==> src/rtl/rs_alu.sv <==
// Integer ALU reservation station: buffers dispatched ops until both operands
// resolve from the ALU/LSB result broadcasts, then issues one ready op per cycle.
module rs_alu #(
  parameter int RS_SIZE      = 8,
  parameter int RS_SIZE_BIT  = 3,
  parameter int ROB_SIZE_BIT = 4,
  parameter int RS_TYPE_BIT  = 5
) (
  input  logic                    clk_in,
  input  logic                    rst_in,
  input  logic                    rdy_in,
  input  logic                    rob_clear,
  input  logic                    dec_valid,
  input  logic [RS_TYPE_BIT-1:0]  dec_type,
  input  logic [ROB_SIZE_BIT-1:0] dec_rob_id,
  input  logic                    dec_r1_busy,
  input  logic [ROB_SIZE_BIT-1:0] dec_r1_tag,
  input  logic [31:0]             dec_r1_val,
  input  logic                    dec_r2_busy,
  input  logic [ROB_SIZE_BIT-1:0] dec_r2_tag,
  input  logic [31:0]             dec_r2_val,
  output logic                    rs_full,
  input  logic                    alu_cdb_valid,
  input  logic [ROB_SIZE_BIT-1:0] alu_cdb_rob_id,
  input  logic [31:0]             alu_cdb_val,
  input  logic                    lsb_cdb_valid,
  input  logic [ROB_SIZE_BIT-1:0] lsb_cdb_rob_id,
  input  logic [31:0]             lsb_cdb_val,
  output logic                    alu_input,
  output logic [RS_TYPE_BIT-1:0]  arith_type,
  output logic [31:0]             r1_val,
  output logic [31:0]             r2_val,
  output logic [ROB_SIZE_BIT-1:0] inst_rob_id
);

  logic [RS_SIZE-1:0]      r_busy, r_q1_busy, r_q2_busy;
  logic [RS_TYPE_BIT-1:0]  r_type   [RS_SIZE];
  logic [ROB_SIZE_BIT-1:0] r_rob_id [RS_SIZE];
  logic [ROB_SIZE_BIT-1:0] r_q1_tag [RS_SIZE];
  logic [ROB_SIZE_BIT-1:0] r_q2_tag [RS_SIZE];
  logic [31:0]             r_v1     [RS_SIZE];
  logic [31:0]             r_v2     [RS_SIZE];

  logic                    r_alu_input;
  logic [RS_TYPE_BIT-1:0]  r_arith_type;
  logic [31:0]             r_r1_val, r_r2_val;
  logic [ROB_SIZE_BIT-1:0] r_inst_rob_id;

  logic [RS_SIZE-1:0]      w_ready;
  logic                    w_free_found, w_issue_found, w_insert;
  logic [RS_SIZE_BIT-1:0]  w_free_idx, w_issue_idx;
  logic                    w_ins_q1_busy, w_ins_q2_busy;
  logic [31:0]             w_ins_v1, w_ins_v2;

  assign w_ready  = r_busy & ~r_q1_busy & ~r_q2_busy;
  assign rs_full  = &r_busy;
  assign w_insert = dec_valid && !rs_full;

  // Scanning downward leaves the lowest matching index as the final winner.
  always_comb begin
    // NOTE: every always_comb output gets a default first so no path infers a latch.
    w_free_found  = 1'b0;
    w_free_idx    = '0;
    w_issue_found = 1'b0;
    w_issue_idx   = '0;
    for (int i = RS_SIZE - 1; i >= 0; i--) begin
      if (!r_busy[i]) begin
        w_free_found = 1'b1;
        w_free_idx   = RS_SIZE_BIT'(i);
      end
      if (w_ready[i]) begin
        w_issue_found = 1'b1;
        w_issue_idx   = RS_SIZE_BIT'(i);
      end
    end
  end

  // Same-cycle bypass for the incoming op; the ALU broadcast wins a tag tie.
  always_comb begin
    w_ins_q1_busy = dec_r1_busy;
    w_ins_v1      = dec_r1_val;
    w_ins_q2_busy = dec_r2_busy;
    w_ins_v2      = dec_r2_val;
    if (dec_r1_busy) begin
      if (alu_cdb_valid && alu_cdb_rob_id == dec_r1_tag) begin
        w_ins_q1_busy = 1'b0;
        w_ins_v1      = alu_cdb_val;
      end else if (lsb_cdb_valid && lsb_cdb_rob_id == dec_r1_tag) begin
        w_ins_q1_busy = 1'b0;
        w_ins_v1      = lsb_cdb_val;
      end
    end
    if (dec_r2_busy) begin
      if (alu_cdb_valid && alu_cdb_rob_id == dec_r2_tag) begin
        w_ins_q2_busy = 1'b0;
        w_ins_v2      = alu_cdb_val;
      end else if (lsb_cdb_valid && lsb_cdb_rob_id == dec_r2_tag) begin
        w_ins_q2_busy = 1'b0;
        w_ins_v2      = lsb_cdb_val;
      end
    end
  end

  always_ff @(posedge clk_in) begin
    if (rst_in || (rdy_in && rob_clear)) begin
      // NOTE: payload arrays are left unreset on purpose; r_busy/q_busy gate every read of them.
      r_busy        <= '0;
      r_q1_busy     <= '0;
      r_q2_busy     <= '0;
      r_alu_input   <= 1'b0;
      r_arith_type  <= '0;
      r_r1_val      <= '0;
      r_r2_val      <= '0;
      r_inst_rob_id <= '0;
    end else if (rdy_in) begin
      for (int i = 0; i < RS_SIZE; i++) begin
        if (r_busy[i] && r_q1_busy[i]) begin
          if (alu_cdb_valid && alu_cdb_rob_id == r_q1_tag[i]) begin
            r_q1_busy[i] <= 1'b0;
            r_v1[i]      <= alu_cdb_val;
          end else if (lsb_cdb_valid && lsb_cdb_rob_id == r_q1_tag[i]) begin
            r_q1_busy[i] <= 1'b0;
            r_v1[i]      <= lsb_cdb_val;
          end
        end
        if (r_busy[i] && r_q2_busy[i]) begin
          if (alu_cdb_valid && alu_cdb_rob_id == r_q2_tag[i]) begin
            r_q2_busy[i] <= 1'b0;
            r_v2[i]      <= alu_cdb_val;
          end else if (lsb_cdb_valid && lsb_cdb_rob_id == r_q2_tag[i]) begin
            r_q2_busy[i] <= 1'b0;
            r_v2[i]      <= lsb_cdb_val;
          end
        end
      end

      if (w_issue_found) begin
        r_busy[w_issue_idx] <= 1'b0;
        r_alu_input         <= 1'b1;
        r_arith_type        <= r_type[w_issue_idx];
        r_r1_val            <= r_v1[w_issue_idx];
        r_r2_val            <= r_v2[w_issue_idx];
        r_inst_rob_id       <= r_rob_id[w_issue_idx];
      end else begin
        r_alu_input   <= 1'b0;
        r_arith_type  <= '0;
        r_r1_val      <= '0;
        r_r2_val      <= '0;
        r_inst_rob_id <= '0;
      end

      // The free slot was free in registered state, so it never collides with the issued one.
      if (w_insert) begin
        r_busy[w_free_idx]    <= 1'b1;
        r_type[w_free_idx]    <= dec_type;
        r_rob_id[w_free_idx]  <= dec_rob_id;
        r_q1_busy[w_free_idx] <= w_ins_q1_busy;
        r_q1_tag[w_free_idx]  <= dec_r1_tag;
        r_v1[w_free_idx]      <= w_ins_v1;
        r_q2_busy[w_free_idx] <= w_ins_q2_busy;
        r_q2_tag[w_free_idx]  <= dec_r2_tag;
        r_v2[w_free_idx]      <= w_ins_v2;
      end
    end
  end

  assign alu_input   = r_alu_input;
  assign arith_type  = r_arith_type;
  assign r1_val      = r_r1_val;
  assign r2_val      = r_r2_val;
  assign inst_rob_id = r_inst_rob_id;

  a_no_dispatch_when_full: assert property (@(posedge clk_in) disable iff (rst_in)
    (rdy_in && !rob_clear && dec_valid) |-> !rs_full);

endmodule

==> config.mk <==
export PLATFORM = sky130hd
export DESIGN_NAME = rs_alu
export DESIGN_NICKNAME = d
export VERILOG_FILES = /design/src/rtl/rs_alu.sv
export SDC_FILE = /design/constraint.sdc
export NUM_CORES = 2
export LEC_CHECK = 0
export CAP_MARGIN = 20
export CORE_UTILIZATION = 60
export DETAILED_ROUTE_END_ITERATION = 12
export PLACE_DENSITY = 0.8
export SLEW_MARGIN = 20
export SYNTH_ARGS = -nofsm -noshare
export SYNTH_HDL_FRONTEND = slang
export SYNTH_SLANG_ARGS = --single-unit
==> constraint.sdc <==
create_clock -name clk_in -period 8.1 [get_ports clk_in]
set_clock_uncertainty 0.15 [all_clocks]
set_input_delay 1.62 -clock clk_in [delete_from_list [all_inputs] [get_ports clk_in]]
set_output_delay 1.62 -clock clk_in [all_outputs]
set_load 0.1 [all_outputs]
==> impl_metrics.ini <==
[floorplanning]
die_area_mm2 = 0.0718
core_area_mm2 = 0.0700
fp.dieW_um = 268
chipHeight_um = 268
initial_core_util = 0.606
ioPinCount = 237
rows = 97

[pwr]
power_switching_mw = 2.12
pwr-share-seq = 0.485
peakVddDrop_uv = 145
p_total_mw = 8.66
pwr-share-comb = 0.089
p_clk_frac = 0.426
pwr_density_cell_mw_per_mm2 = 182
p_int_mw = 6.54
netSwitchingFraction = 0.245
p_leak_nw = 18.2

[layout]
final_common_cell = mux2i_1
fin_nets = 3488
seqCellArea_mm2 = 0.0214
final_cell_mix = 1057 x mux2i_1, 648 x edfxtp_1, 257 x o22ai_1
synthToLayoutAreaGrowth_pct = 12.1
fillerInstances = 4999
multiInputGateArea_mm2 = 0.0192
drive_above_1_share = 0.106

[logic_synthesis]
ys_async_sr_fraction = 0
synth_mux_area_frac = 0.249
ys_warn_count = 0
synthAdderAreaFrac = 0
synthFlopType = edfxtp_1
syn_nets = 3486
synth_top_family_by_area = multiplexers
synth_seq_area_share = 0.504
postSynthAreaPerCell_um2 = 12.8
syn_inst = 3324
synth-compound-area-share = 0.120
synth_edf_count = 648
synth-simple-area-share = 0.0454
netlist_area_mm2 = 0.0425
synth-xor-area-share = 0.0291
synth_cell_types = 64
synth-seq-cells = 746

[timing]
tightest_slew_ns = 1.26
hold_viol_final = 0
finalMaxSlewViolations = 0
period_minus_slack_ns = 5.29
period_share = 0.653
setup_viol_count_final = 0
setup_tns_ns = 0
rsz0062_at_grt = false
relSlewSlack = 0.162
max_freq_mhz = 189

[clocking]
clk_latency_ns = 0.66
cts_setup_buffers = 0
numClockSinks = 746
ctsHtreeMaxLevel = 3
cts_buffers = 81
hold_buffers = 0
cts_buffer_depth = 3
tritoncts = built
path_clk_slew_ns = 0.06
cts.repair.resized = 0
cts-root-buf = clkbuf_16

[detailed_routing]
wire_per_inst_um = 34.1
top_layer = met5
ant_nets = 0
wl_met2_um = 65700
drt_iter0_drc = 5009
m1WireLength_um = 51500
via_count = 32651
drt-total-wl_um = 148000
drtPass1Iterations = 6
post-route-drc-count = 0
vias_per_cell = 7.53
wl_met3_um = 20500

[critical_path]
critical_path_required_ns = 8.42
critPathKind = primary input to flop
cp-start-kind = primary input
cp_data_arrival_time_ns = 5.61
crit_chain = clkdlybuf4s50_1 -> inv_1 -> or3_2 -> buf_4 -> a21boi_4 -> buf_4 -> o2bb2ai_2 -> mux2i_1
path_max_fanout = 35
crit_path_frequent_cell = buf_4
cpPeakStageDelay_ns = 0.90
rr_worst_depth = 8
end_kind = flop
slowest_stage = a21boi_4

[global_route]
grt_pass1_wl_um = 212000
antenna_found_initial = 9
grt_max_degree = 151
grt-ovfl-total = 0
grt_pass1_vias = 32637
grt_use_total = 0.404

[place]
hpwl_um = 78800
port_buffers = 236
globalplace.congestion = 0.889

[hold_path]
hold_path_depth = 1
hp-class = flop to flop

[job]
cap_viol_max_count = 0

[status]
status = completed
-- flip-flops by register name (all words and copies together), names as in the netlist, 8 cells and up --
| name | flops |
|---|---|
| r_v1 | 256 |
| r_rob_id | 32 |
| r_q2_busy | 8 |
| r_v2 | 256 |
| r1_val | 32 |
| r2_val | 32 |
| r_busy | 8 |
| r_q1_busy | 8 |
| r_q2_tag | 32 |
| r_q1_tag | 32 |
| r_type | 40 |
-- path summary, 6_finish.rpt --
path                          start                     end  slack (ns)
max                   alu_cdb_valid   r_v2[5][24]$_DFFE_PP_        2.81
min          r1_val[5]$_SDFFE_PN0P_  r1_val[5]$_SDFFE_PN0P_        0.33
max reg2reg  r_busy[3]$_SDFFE_PN0P_  r_busy[5]$_SDFFE_PN0P_        4.00
min reg2reg  r1_val[5]$_SDFFE_PN0P_  r1_val[5]$_SDFFE_PN0P_        0.33
-- power by group through the flow --
stage               combinational, mW  clock, mW  sequential [mW]
finish                          0.772       3.69             4.21
detailed placement              0.741          0             4.29
global route                    0.805       3.82             4.20
global placement                0.709          0             4.29
floorplan                       0.443          0             4.32
CTS                             0.747       3.67             4.20
-- routing by layer --
layer | GRT usage | up-vias
met5 | 0 | -
met4 | 0.255 | 8
met3 | 0.114 | 680
met2 | 0.619 | 2843
met1 | 0.504 | 16016
li1 | - | 13104
-- cells in the mapped netlist, types with 5 or more instances --
library cell / count / area (um2)
mux2i_1: 1057 / 10600
edfxtp_1: 648 / 19500
o22ai_1: 257 / 1610
clkbuf_1: 171 / 642
buf_2: 167 / 836
o221ai_1: 146 / 1280
nand3_1: 108 / 541
dfxtp_1: 98 / 1960
xor2_1: 84 / 736
a22o_1: 73 / 639
o2bb2ai_2: 60 / 901
xnor2_1: 57 / 499
nand2_1: 55 / 206
buf_6: 38 / 428
or4_1: 32 / 240
buf_4: 27 / 203
nor2_1: 24 / 90.1
a21oi_1: 20 / 100
nor3_1: 20 / 100
o21ai_0: 20 / 100
buf_1: 18 / 67.6
nor4_1: 10 / 62.6
o21bai_1: 10 / 75.1
nand2b_1: 9 / 56.3
inv_1: 8 / 30.0
o211ai_1: 8 / 60.1
nor2b_1: 7 / 43.8
a21boi_0: 6 / 45.0
a31oi_1: 6 / 37.5
or3_1: 6 / 37.5
and3_1: 5 / 31.3
nor4b_4: 5 / 119
or3b_1: 5 / 43.8
-- logic make-up (layout without fill, tap and decap cells) --
family                 after synthesis  after routing
multiplexers                      1057           1057
flip-flops                         746            746
AO/OA/AOI/OAI                      631            631
buffers and inverters              430            500
AND/OR/NAND/NOR                    319            319
XOR/XNOR                           141            141
other                                0              5
-- critical path, delay by kind of cell --
kind,cells,cell delay [ns]
buffers and inverters,4,2.03
AO/OA/AOI/OAI,2,1.12
AND/OR/NAND/NOR,1,0.56
multiplexers,1,0.20
-- per-stage QoR --
step | hold slack (ns) | instances | worst slack, ns | instance area [um2] | util
floorplan | 0.310 | 3324 | 2.68 | 42500 | -
detailed placement | 0.318 | 4181 | 2.30 | 44900 | 0.642
global placement | 0.316 | 4181 | 2.33 | 44900 | 0.642
global route | 0.340 | 4337 | 2.78 | 47600 | 0.680
CTS | 0.331 | 4332 | 2.95 | 47500 | 0.679
finish | 0.325 | 4339 | 2.81 | 47600 | 0.680
-- area by class of cell --
| class | instances | share of cell area |
|---|---|---|
| Sequential cell | 746 | 0.450 |
| Multi-Input combinational cell | 2148 | 0.403 |
| Timing Repair Buffer | 340 | 0.0668 |
| Clock buffer | 114 | 0.0482 |
| Tap cell | 940 | 0.0247 |
| Clock inverter | 37 | 0.00620 |
| Inverter | 9 | 0.000710 |
| Antenna cell | 5 | 0.000263 |
Power figures use the tool's default switching activity.
